===== src/rtl/pipe_hazard_ctrl_if.sv =====
// pipe_hazard_ctrl_if: pipeline hazard signals between the controller (master) and the datapath (slave)
interface pipe_hazard_ctrl_if #(parameter int CNT_W = 16);
    logic [3:0] decRa1, decRa2, exeRa1, exeRa2, exeWa, memWa, wbWa;
    logic exeMemToReg, memRegWrite, wbRegWrite, exePcSrc, memBusy, haltReq;
    logic haltAck, stallF, stallD, stallE, stallM, flushD, flushE;
    logic [1:0] fwdA, fwdB;
    logic [CNT_W-1:0] stallCycles, redirectCount;
    modport master (
        input decRa1, decRa2, exeRa1, exeRa2, exeWa, exeMemToReg, memWa, memRegWrite,
        input wbWa, wbRegWrite, exePcSrc, memBusy, haltReq,
        output haltAck, stallF, stallD, stallE, stallM, flushD, flushE, fwdA, fwdB,
        output stallCycles, redirectCount
    );
    modport slave (
        output decRa1, decRa2, exeRa1, exeRa2, exeWa, exeMemToReg, memWa, memRegWrite,
        output wbWa, wbRegWrite, exePcSrc, memBusy, haltReq,
        input haltAck, stallF, stallD, stallE, stallM, flushD, flushE, fwdA, fwdB,
        input stallCycles, redirectCount
    );
endinterface


===== src/rtl/pipe_hazard_ctrl.sv =====
// pipe_hazard_ctrl: stall/flush/forwarding control, halt grant and saturating perf counters
module pipe_hazard_ctrl #(
    parameter int FLUSH_CYCLES = 2,
    parameter int CNT_W = 16
) (
    input logic clk,
    input logic rst,
    pipe_hazard_ctrl_if.master hz
);
    typedef enum logic [1:0] {RUN, FLUSH, HALT} state_t;
    localparam logic [2:0] FC_M1 = 3'(FLUSH_CYCLES - 1);
    localparam logic [CNT_W-1:0] MAX = '1;
    state_t state, state_nx;
    logic [2:0] cnt, cnt_nx;
    logic load_use, stall_all, stall_fd, flush_d, flush_e, redirect, halt_ack;
    logic [CNT_W-1:0] stall_cnt, redir_cnt;
    function automatic logic [1:0] fwd(input logic [3:0] ra, input logic [3:0] mwa, input logic mrw,
                                       input logic [3:0] wwa, input logic wrw);
        return (ra == 4'd15) ? 2'b00 : (mrw && mwa == ra) ? 2'b10 : (wrw && wwa == ra) ? 2'b01 : 2'b00;
    endfunction
    assign load_use = hz.exeMemToReg && hz.exeWa != 4'd15 && (hz.exeWa == hz.decRa1 || hz.exeWa == hz.decRa2);
    always_comb begin
        state_nx = state;
        cnt_nx = cnt;
        stall_all = 1'b0;
        stall_fd = 1'b0;
        flush_d = 1'b0;
        flush_e = 1'b0;
        redirect = 1'b0;
        case (state)
            RUN: begin
                if (hz.memBusy) stall_all = 1'b1;
                else if (hz.exePcSrc) begin
                    flush_d = 1'b1;
                    flush_e = 1'b1;
                    redirect = 1'b1;
                    if (FLUSH_CYCLES > 1) begin
                        state_nx = FLUSH;
                        cnt_nx = FC_M1;
                    end
                end else if (load_use) begin
                    stall_fd = 1'b1;
                    flush_e = 1'b1;
                end else if (hz.haltReq) state_nx = HALT;
            end
            FLUSH: begin
                if (hz.memBusy) stall_all = 1'b1;
                else begin
                    flush_d = 1'b1;
                    cnt_nx = cnt - 3'd1;
                    if (cnt == 3'd1) state_nx = RUN;
                end
            end
            HALT: begin
                stall_all = 1'b1;
                if (!hz.haltReq) state_nx = RUN;
            end
            default: state_nx = RUN;
        endcase
    end
    always_ff @(posedge clk) begin
        if (rst) begin
            state <= RUN;
            cnt <= 3'd0;
            halt_ack <= 1'b0;
            stall_cnt <= '0;
            redir_cnt <= '0;
        end else begin
            state <= state_nx;
            cnt <= cnt_nx;
            halt_ack <= state_nx == HALT;
            if ((stall_all || stall_fd) && stall_cnt != MAX) stall_cnt <= stall_cnt + CNT_W'(1);
            if (redirect && redir_cnt != MAX) redir_cnt <= redir_cnt + CNT_W'(1);
        end
    end
    assign hz.stallF = stall_all || stall_fd;
    assign hz.stallD = stall_all || stall_fd;
    assign hz.stallE = stall_all;
    assign hz.stallM = stall_all;
    assign hz.flushD = flush_d;
    assign hz.flushE = flush_e;
    assign hz.haltAck = halt_ack;
    assign hz.stallCycles = stall_cnt;
    assign hz.redirectCount = redir_cnt;
    assign hz.fwdA = fwd(hz.exeRa1, hz.memWa, hz.memRegWrite, hz.wbWa, hz.wbRegWrite);
    assign hz.fwdB = fwd(hz.exeRa2, hz.memWa, hz.memRegWrite, hz.wbWa, hz.wbRegWrite);
endmodule


===== src/flat_wrapper.sv =====
// flat-port wrapper written by rule: the top's interface ports become plain ports
module pipe_hazard_ctrl_flat 
#(
    parameter int FLUSH_CYCLES = 2,
    parameter int CNT_W = 16
)
  (clk, rst, hz_decRa1, hz_decRa2, hz_exeRa1, hz_exeRa2, hz_exeWa, hz_exeMemToReg, hz_memWa, hz_memRegWrite, hz_wbWa, hz_wbRegWrite, hz_exePcSrc, hz_memBusy, hz_haltReq, hz_haltAck, hz_stallF, hz_stallD, hz_stallE, hz_stallM, hz_flushD, hz_flushE, hz_fwdA, hz_fwdB, hz_stallCycles, hz_redirectCount);
  pipe_hazard_ctrl_if #(.CNT_W(CNT_W)) hz_i ();
  input logic clk;
  input logic rst;
  input wire logic [$bits(hz_i.decRa1)-1:0] hz_decRa1;
  input wire logic [$bits(hz_i.decRa2)-1:0] hz_decRa2;
  input wire logic [$bits(hz_i.exeRa1)-1:0] hz_exeRa1;
  input wire logic [$bits(hz_i.exeRa2)-1:0] hz_exeRa2;
  input wire logic [$bits(hz_i.exeWa)-1:0] hz_exeWa;
  input wire logic [$bits(hz_i.exeMemToReg)-1:0] hz_exeMemToReg;
  input wire logic [$bits(hz_i.memWa)-1:0] hz_memWa;
  input wire logic [$bits(hz_i.memRegWrite)-1:0] hz_memRegWrite;
  input wire logic [$bits(hz_i.wbWa)-1:0] hz_wbWa;
  input wire logic [$bits(hz_i.wbRegWrite)-1:0] hz_wbRegWrite;
  input wire logic [$bits(hz_i.exePcSrc)-1:0] hz_exePcSrc;
  input wire logic [$bits(hz_i.memBusy)-1:0] hz_memBusy;
  input wire logic [$bits(hz_i.haltReq)-1:0] hz_haltReq;
  output wire logic [$bits(hz_i.haltAck)-1:0] hz_haltAck;
  output wire logic [$bits(hz_i.stallF)-1:0] hz_stallF;
  output wire logic [$bits(hz_i.stallD)-1:0] hz_stallD;
  output wire logic [$bits(hz_i.stallE)-1:0] hz_stallE;
  output wire logic [$bits(hz_i.stallM)-1:0] hz_stallM;
  output wire logic [$bits(hz_i.flushD)-1:0] hz_flushD;
  output wire logic [$bits(hz_i.flushE)-1:0] hz_flushE;
  output wire logic [$bits(hz_i.fwdA)-1:0] hz_fwdA;
  output wire logic [$bits(hz_i.fwdB)-1:0] hz_fwdB;
  output wire logic [$bits(hz_i.stallCycles)-1:0] hz_stallCycles;
  output wire logic [$bits(hz_i.redirectCount)-1:0] hz_redirectCount;
  assign hz_i.decRa1 = hz_decRa1;
  assign hz_i.decRa2 = hz_decRa2;
  assign hz_i.exeRa1 = hz_exeRa1;
  assign hz_i.exeRa2 = hz_exeRa2;
  assign hz_i.exeWa = hz_exeWa;
  assign hz_i.exeMemToReg = hz_exeMemToReg;
  assign hz_i.memWa = hz_memWa;
  assign hz_i.memRegWrite = hz_memRegWrite;
  assign hz_i.wbWa = hz_wbWa;
  assign hz_i.wbRegWrite = hz_wbRegWrite;
  assign hz_i.exePcSrc = hz_exePcSrc;
  assign hz_i.memBusy = hz_memBusy;
  assign hz_i.haltReq = hz_haltReq;
  assign hz_haltAck = hz_i.haltAck;
  assign hz_stallF = hz_i.stallF;
  assign hz_stallD = hz_i.stallD;
  assign hz_stallE = hz_i.stallE;
  assign hz_stallM = hz_i.stallM;
  assign hz_flushD = hz_i.flushD;
  assign hz_flushE = hz_i.flushE;
  assign hz_fwdA = hz_i.fwdA;
  assign hz_fwdB = hz_i.fwdB;
  assign hz_stallCycles = hz_i.stallCycles;
  assign hz_redirectCount = hz_i.redirectCount;
  pipe_hazard_ctrl #(.FLUSH_CYCLES(FLUSH_CYCLES), .CNT_W(CNT_W)) u_core (.clk(clk), .rst(rst), .hz(hz_i));
endmodule

===== config.mk =====
export PLATFORM = sky130hd
export DESIGN_NAME = pipe_hazard_ctrl_flat
export DESIGN_NICKNAME = d
export VERILOG_FILES = /design/src/rtl/pipe_hazard_ctrl_if.sv /design/src/rtl/pipe_hazard_ctrl.sv /design/src/flat_wrapper.sv
export SDC_FILE = /design/constraint.sdc
export NUM_CORES = 1
export LEC_CHECK = 0
export ABC_AREA = 1
export CAP_MARGIN = 20
export CORE_ASPECT_RATIO = 1.4
export CORE_MARGIN = 2
export CORE_UTILIZATION = 35
export DETAILED_ROUTE_END_ITERATION = 8
export HOLD_SLACK_MARGIN = 0.05
export PLACE_DENSITY = 0.74
export SLEW_MARGIN = 20
export SYNTH_ARGS = -nofsm -noshare
export SYNTH_HDL_FRONTEND = slang
export SYNTH_SLANG_ARGS = --single-unit

===== constraint.sdc =====
create_clock -name clk -period 1.7 [get_ports clk]
set_input_delay 0.255 -clock clk [delete_from_list [all_inputs] [get_ports clk]]
set_output_delay 0.255 -clock clk [all_outputs]
set_load 0.005 [all_outputs]

# After elaboration in Yosys (flattened, before gate mapping)
# Cells that the tools add are included.
[word_totals] output_inout_bits=43 inputBits=36 regBits=38 elab_cells=72
[op_classes] n_eq_ne=18 n_addsub=3 n_reduce_logical=14 mux=32
[ops] cell="adder 16 x 1 -> 16 bit (second input constant)" n=2
[ops] cell="inequality test 16 bit (second input constant)" n=2
[ops] cell="== test 4 bit" n=6
[ops] cell="two-way mux 2 bit" n=11
[ops] cell="two-way mux 1 bit" n=14
[ops] cell="two-way mux 3 bit" n=3
[ops] cell="== test 4 bit (second input constant)" n=2
[ops] cell="logical AND 1 bit" n=8
[ops] cell="inequality test 2 bit (second input constant)" n=3
[ops] cell="one-hot mux 2 bit (3 select lines)" n=1
[ops] cell="one-hot mux 3 bit (2 select lines)" n=1
[ops] cell="== test 2 bit (second input constant)" n=2
[ops] cell="inequality test 4 bit (second input constant)" n=1
[ops] cell="one-hot mux 1 bit (2 select lines)" n=2
[ops] cell="AND reduction 4 bit" n=1
[ops] cell="== test 3 x 1 -> 1 bit (second input constant)" n=1
[ops] cell="subtractor 3 x 1 -> 3 bit (second input constant)" n=1
[ops] cell="== test 2 x 1 -> 1 bit (second input constant)" n=1
[ops] cell="logical NOT 2 bit" n=1
[ops] cell="logical OR 1 bit" n=2
[ops] cell="nonzero test 2 bit" n=1
[ops] cell="OR reduction 2 bit" n=1

# Logic depth before layout (Yosys ltp)
[depth] ltp_word=9 depth_mapped=12 mapped_depth_nobuf=11

# Least setup slack after synthesis
# Ideal clock, no wire load.
[synth_path] path_type="reg-to-reg" from="register u_core.stall_cnt[0] (netlist: u_core.hz.stallCycles[0])" to="register u_core.stall_cnt[0] (netlist: u_core.hz.stallCycles[0])" slack_ns=0.119 path_buffers=1 path_stages_with_launch=8 setup_ns=0.115 arrival_time_ns=1.466 cell_sequence="dfxtp_1 -> ha_1 -> inv_1 -> nor2_4 -> nand4_4 -> buf_2 -> a21oi_1 -> nor2_1"
[synth_via] elab_chain_cells=2
[synth_rtl] element="start: declaration" line="pipe_hazard_ctrl.sv:16" text="logic [CNT_W-1:0] stall_cnt, redir_cnt;"
[synth_rtl] element="start signal: assignment" line="pipe_hazard_ctrl.sv:72" text="if ((stall_all || stall_fd) && stall_cnt != MAX) stall_cnt <= stall_cnt + CNT_W'(1);"
[synth_rtl] element="parallel branches: the longest is 2 deep, another holds adder 16 x 1 -> 16 bit"
# Several ways; the timed one is not identified.
# A chain may end at the register's enable or synchronous reset.

# Worst setup path after layout
[layout_path] from="input port hz_exeRa2[0]" to="output port hz_fwdB[0]"
[layout_via] elab_chain_cells=5
[layout_rtl] element="start: declaration" line="flat_wrapper.sv:14" text="input wire logic [$bits(hz_i.exeRa2)-1:0] hz_exeRa2;"
[layout_rtl] element="== test 4 bit" line="pipe_hazard_ctrl.sv:19" text="return (ra == 4'd15) ? 2'b00 : (mrw && mwa == ra) ? 2'b10 : (wrw && wwa == ra) ? 2'b01 : 2'b00;"
[layout_rtl] element="logical AND 1 bit" line="pipe_hazard_ctrl.sv:19"
[layout_rtl] element="two-way mux 1 bit" line="pipe_hazard_ctrl.sv:19"
[layout_rtl] element="two-way mux 2 bit" line="pipe_hazard_ctrl.sv:19"
[layout_rtl] element="two-way mux 2 bit *" line="pipe_hazard_ctrl.sv:19"
[layout_rtl] element="end: declaration" line="flat_wrapper.sv:32" text="output wire logic [$bits(hz_i.fwdB)-1:0] hz_fwdB;"
# Every way passes the cells marked *; elsewhere a longest branch is shown, timed or not.

==> flow_summary_export.csv <==
group,metric,value,unit
logic_synthesis,cell_variety_after_synth,34,
run,max-cap-violations,0,
critical_path,crit_path_start,"hz_exeRa2[0]",
sta,max_slew_margin,0.778,
route,routed-via-count,3048,
floorplanning,num_io_pins,79,
logic_synthesis,syn_avg_cell_area,6.48,um2
cts,clkTransAtPathRegs,0.08,ns
floorplanning,fp.dieW,76.5,um
critical_path,worstSetupPathType,"in2out",
cts,cts_made_buffers,5,
logic_synthesis,ys_seq_elements,38,
critical_path,path_cells,"dlygate4sd2_1, inv_1, buf_4, buf_4, buf_4, o22ai_1, a21oi_1, nand4_1, nor2_1, buf_2",
layout,layout.filler_cells,693,
critical_path,critPathSlowestCell,"sky130_fd_sc_hd__dlygate4sd2_1",
sta,holdWs,0.405,ns
pwr,p_per_area,504,nW/um2
route,detail_route.drc_violations,0,
grt,global_route_wire_length_before_repair,12300,um
sta,final.setup_skew,0.0140,ns
cts,ctsHtreeMaxLevel,2,
critical_path,startpoint_type,"primary input",
cts,clock-sinks,38,
cts,clock_insertion_delay_worst_skew,0.29,ns
floorplanning,die_height,105,um
sta,timing.final.hold_violations,0,
critical_path,reg2reg_slack,0.10,ns
placement,place_congestion,0.921,
placement,buffer_ports.inserted,78,
outcome,run_status,"finished clean",
logic_synthesis,mappedNetlistNets,437,
floorplanning,floorplan.core_area,7220,um2
sta,fmaxAchievable,611,MHz
critical_path,setup.worst_path.end,"hz_fwdB[0]",
sta,finalSetupViolCount,0,
logic_synthesis,synth_top_area_share,0.296,
critical_path,required,1.44,ns
floorplanning,row_count,37,
critical_path,critical_path.max_fanout,2,
logic_synthesis,synth-seq-area-share,0.296,
sta,final.setup.tns,0,ns
layout,postLayoutCellArea,3940,um2
sta,post-route-min-period,1.64,ns
logic_synthesis,syn-instance-count,397,
pwr,p_leak,1.74,nW
grt,globalRouteTotalUtil,0.183,
critical_path,cpLargestDelayFamily,"buffers and inverters",
pwr,max-vdd-ir-drop,0.399,mV
grt,antenna_found_initial,0,
route,routed_wirelength,7640,um
floorplanning,dieArea,8070,um2
layout,layout-drive-gt1-share,0.202,
floorplanning,initial_core_util,0.356,
critical_path,critical_path.reg2reg.endpoint,"u_core.hz.redirectCount[8]$_SDFFE_PP0P_",
sta,finalCritPeriodShare,0.963,
logic_synthesis,yosysWarningCount,0,
grt,grt.overflow.total,0,
route,routed_via_density,4.90,
grt,via_count_of_the_first_global_routing_pass,2835,
layout,num_antenna_cells,0,
cts,cts_tree,"done",
critical_path,end_kind,"output pin",
worst_hold_path,launch_point_of_the_worst_hold_path,"hz_memBusy",
logic_synthesis,synth_top_cells_by_area,"sky130_fd_sc_hd__dfxtp_1 30%, sky130_fd_sc_hd__nand2_1 15%, sky130_fd_sc_hd__nand3_1 7.2%",
worst_hold_path,hold_class,"in2reg",
route,route.antenna.remaining_nets,0,
route,firstDrtPassIters,4,
critical_path,cpPeakStageDelay,0.25,ns
layout,seqCellArea,766,um2
critical_path,startpoint_of_the_worst_slack_reg_to_reg_timing_path,"u_core.state[1]$_SDFF_PP0_",
sta,max_slew_violation_count,0,
placement,post-dp-hpwl,5700,um
critical_path,cp_common_cell,"sky130_fd_sc_hd__buf_4",
layout,nets,564,
cts,ctsRootBufferMaster,"sky130_fd_sc_hd__clkbuf_8",
cts,clk_path_buf_depth,2,
logic_synthesis,mappedNetlistArea,2570,um2
pwr,p_total,1.99,mW
critical_path,worst-path-stages,10,
layout,multi_input_area,1610,um2
critical_path,worst-path-buf-inv,6,
logic_synthesis,synth_area_leader_cell,"sky130_fd_sc_hd__dfxtp_1",
critical_path,arrival,1.38,ns
sta,worst_slew_pin_slew,0.333,ns
route,starting_drc_count_in_detailed_routing,87,
placement,post_dp_cell_area,3730,um2
layout,area_growth,53.2,%
route,wl_per_cell,12.3,um
critical_path,ff2ff_path_depth,10,
grt,grt_max_degree,21,
## placed cells by master (no fill, tap or decap), types with 2 or more instances in the layout
cell and n:
sky130_fd_sc_hd__nor3_1 8, sky130_fd_sc_hd__buf_2 6, sky130_fd_sc_hd__nand2_2 2, sky130_fd_sc_hd__clkbuf_2 3, sky130_fd_sc_hd__a21oi_1 33, sky130_fd_sc_hd__nand3_1 36
sky130_fd_sc_hd__nand2_1 97, sky130_fd_sc_hd__dfxtp_1 36, sky130_fd_sc_hd__o21ai_0 8, sky130_fd_sc_hd__dlygate4sd2_1 16, sky130_fd_sc_hd__xor2_1 14, sky130_fd_sc_hd__clkbuf_8 6
sky130_fd_sc_hd__o21a_1 2, sky130_fd_sc_hd__buf_4 52, sky130_fd_sc_hd__and2_1 2, sky130_fd_sc_hd__nor2_4 3, sky130_fd_sc_hd__o22ai_1 5, sky130_fd_sc_hd__clkdlybuf4s15_1 3
sky130_fd_sc_hd__nor3_4 2, sky130_fd_sc_hd__inv_2 12, sky130_fd_sc_hd__nand2_4 2, sky130_fd_sc_hd__nand4_1 14, sky130_fd_sc_hd__nor2_1 33, sky130_fd_sc_hd__dlymetal6s2s_1 12
sky130_fd_sc_hd__xnor2_1 7, sky130_fd_sc_hd__a221oi_2 2, sky130_fd_sc_hd__nor3_2 3, sky130_fd_sc_hd__clkdlybuf4s50_1 38, sky130_fd_sc_hd__inv_1 44, sky130_fd_sc_hd__ha_1 4
sky130_fd_sc_hd__a221oi_1 2
## timing repair
action,4_1_cts,5_1_grt
endpoints found under the setup margin,25,41
pin swaps,10,10
resized for setup,57,32
buffers inserted,9,3
hold buffers,0,0
## how the worst min path moves through the flow
stage / endpoint / slack (ns) / depth (start not counted)
after floorplan: u_core.hz.haltAck$_SDFF_PP0_ / 0.44 / 2
after global placement: u_core.cnt[0]$_SDFFE_PP0P_ / 0.46 / 1
after detailed placement: u_core.hz.redirectCount[4]$_SDFFE_PP0P_ / 0.48 / 2
after CTS: u_core.hz.redirectCount[4]$_SDFFE_PP0P_ / 0.49 / 2
after global routing: u_core.state[0]$_SDFF_PP0_ / 0.42 / 3
final: u_core.state[0]$_SDFF_PP0_ / 0.40 / 3
## synthesized netlist by cell type, drive strengths merged
cell type  instances
a211oi             2
nor2              37
o21bai             1
dfxtp             38
o31ai              1
inv               57
nand4             15
clkinv             1
ha                 4
nand3             37
a21oi             34
xor2              14
buf                6
o22ai              5
o21ai              8
and2               2
nor3              13
nor3b              1
clkbuf             4
nand2            102
nor4               1
xnor2              7
o21a               2
a221oi             4
and3               1
## logic make-up after synthesis
logic type | after synthesis | share of synthesized area
simple gates | 209 | 0.379
buf+inv | 68 | 0.110
compound gates | 57 | 0.125
flops | 38 | 0.296
xor+xnor | 21 | 0.0715
fa+ha+maj | 4 | 0.0194
## sequential cells by signal (all words and copies together), names as in the netlist
register and cells:
u_core.cnt 3, u_core.state 2, u_core.hz.stallCycles 16, u_core.hz.haltAck 1, u_core.hz.redirectCount 16
## power by group
| group | switching [mW] | leakage, nW | internal [mW] |
|---|---|---|---|
| Combinational | 0.208 | 1.39 | 0.208 |
| Clock | 0.326 | 0.0472 | 0.326 |
| Sequential | 0.0134 | 0.308 | 0.905 |
| Total | 0.548 | 1.74 | 1.44 |
## through the flow
| stage | std cells | util | setup WS (ns) |
|---|---|---|---|
| 3_3_place_gp | 604 | 0.516 | -0.580 |
| 4_1_cts | 619 | 0.536 | -0.229 |
| 6_report | 622 | 0.546 | 0.0629 |
| 3_5_place_dp | 604 | 0.516 | -0.578 |
| 2_1_floorplan | 397 | - | 0.119 |
| 5_1_grt | 622 | 0.546 | -0.0160 |
## per-layer routing
layer / vias to the layer above / part of all wire / track usage
met5: - / 0 / 0
met3: 7 / 0.050 / 0.0377
met4: 0 / 0.012 / 0.0532
met1: 1410 / 0.40 / 0.192
li1: 1552 / - / -
met2: 79 / 0.54 / 0.360
## tightest hold or removal path, stage by stage
cell                             delay (ns)
sky130_fd_sc_hd__dlymetal6s2s_1        0.15
sky130_fd_sc_hd__o21ai_0               0.18
sky130_fd_sc_hd__a221oi_1              0.07
## final cells by class
class,instances,area share
inverters,58,0.0558
clock inverters,2,0.00317
repair buffers,130,0.288
well taps,97,0.0308
flip-flops and latches,38,0.194
multi-input cells,291,0.407
clock buffers,6,0.0209
Power figures use the tool's default switching activity.
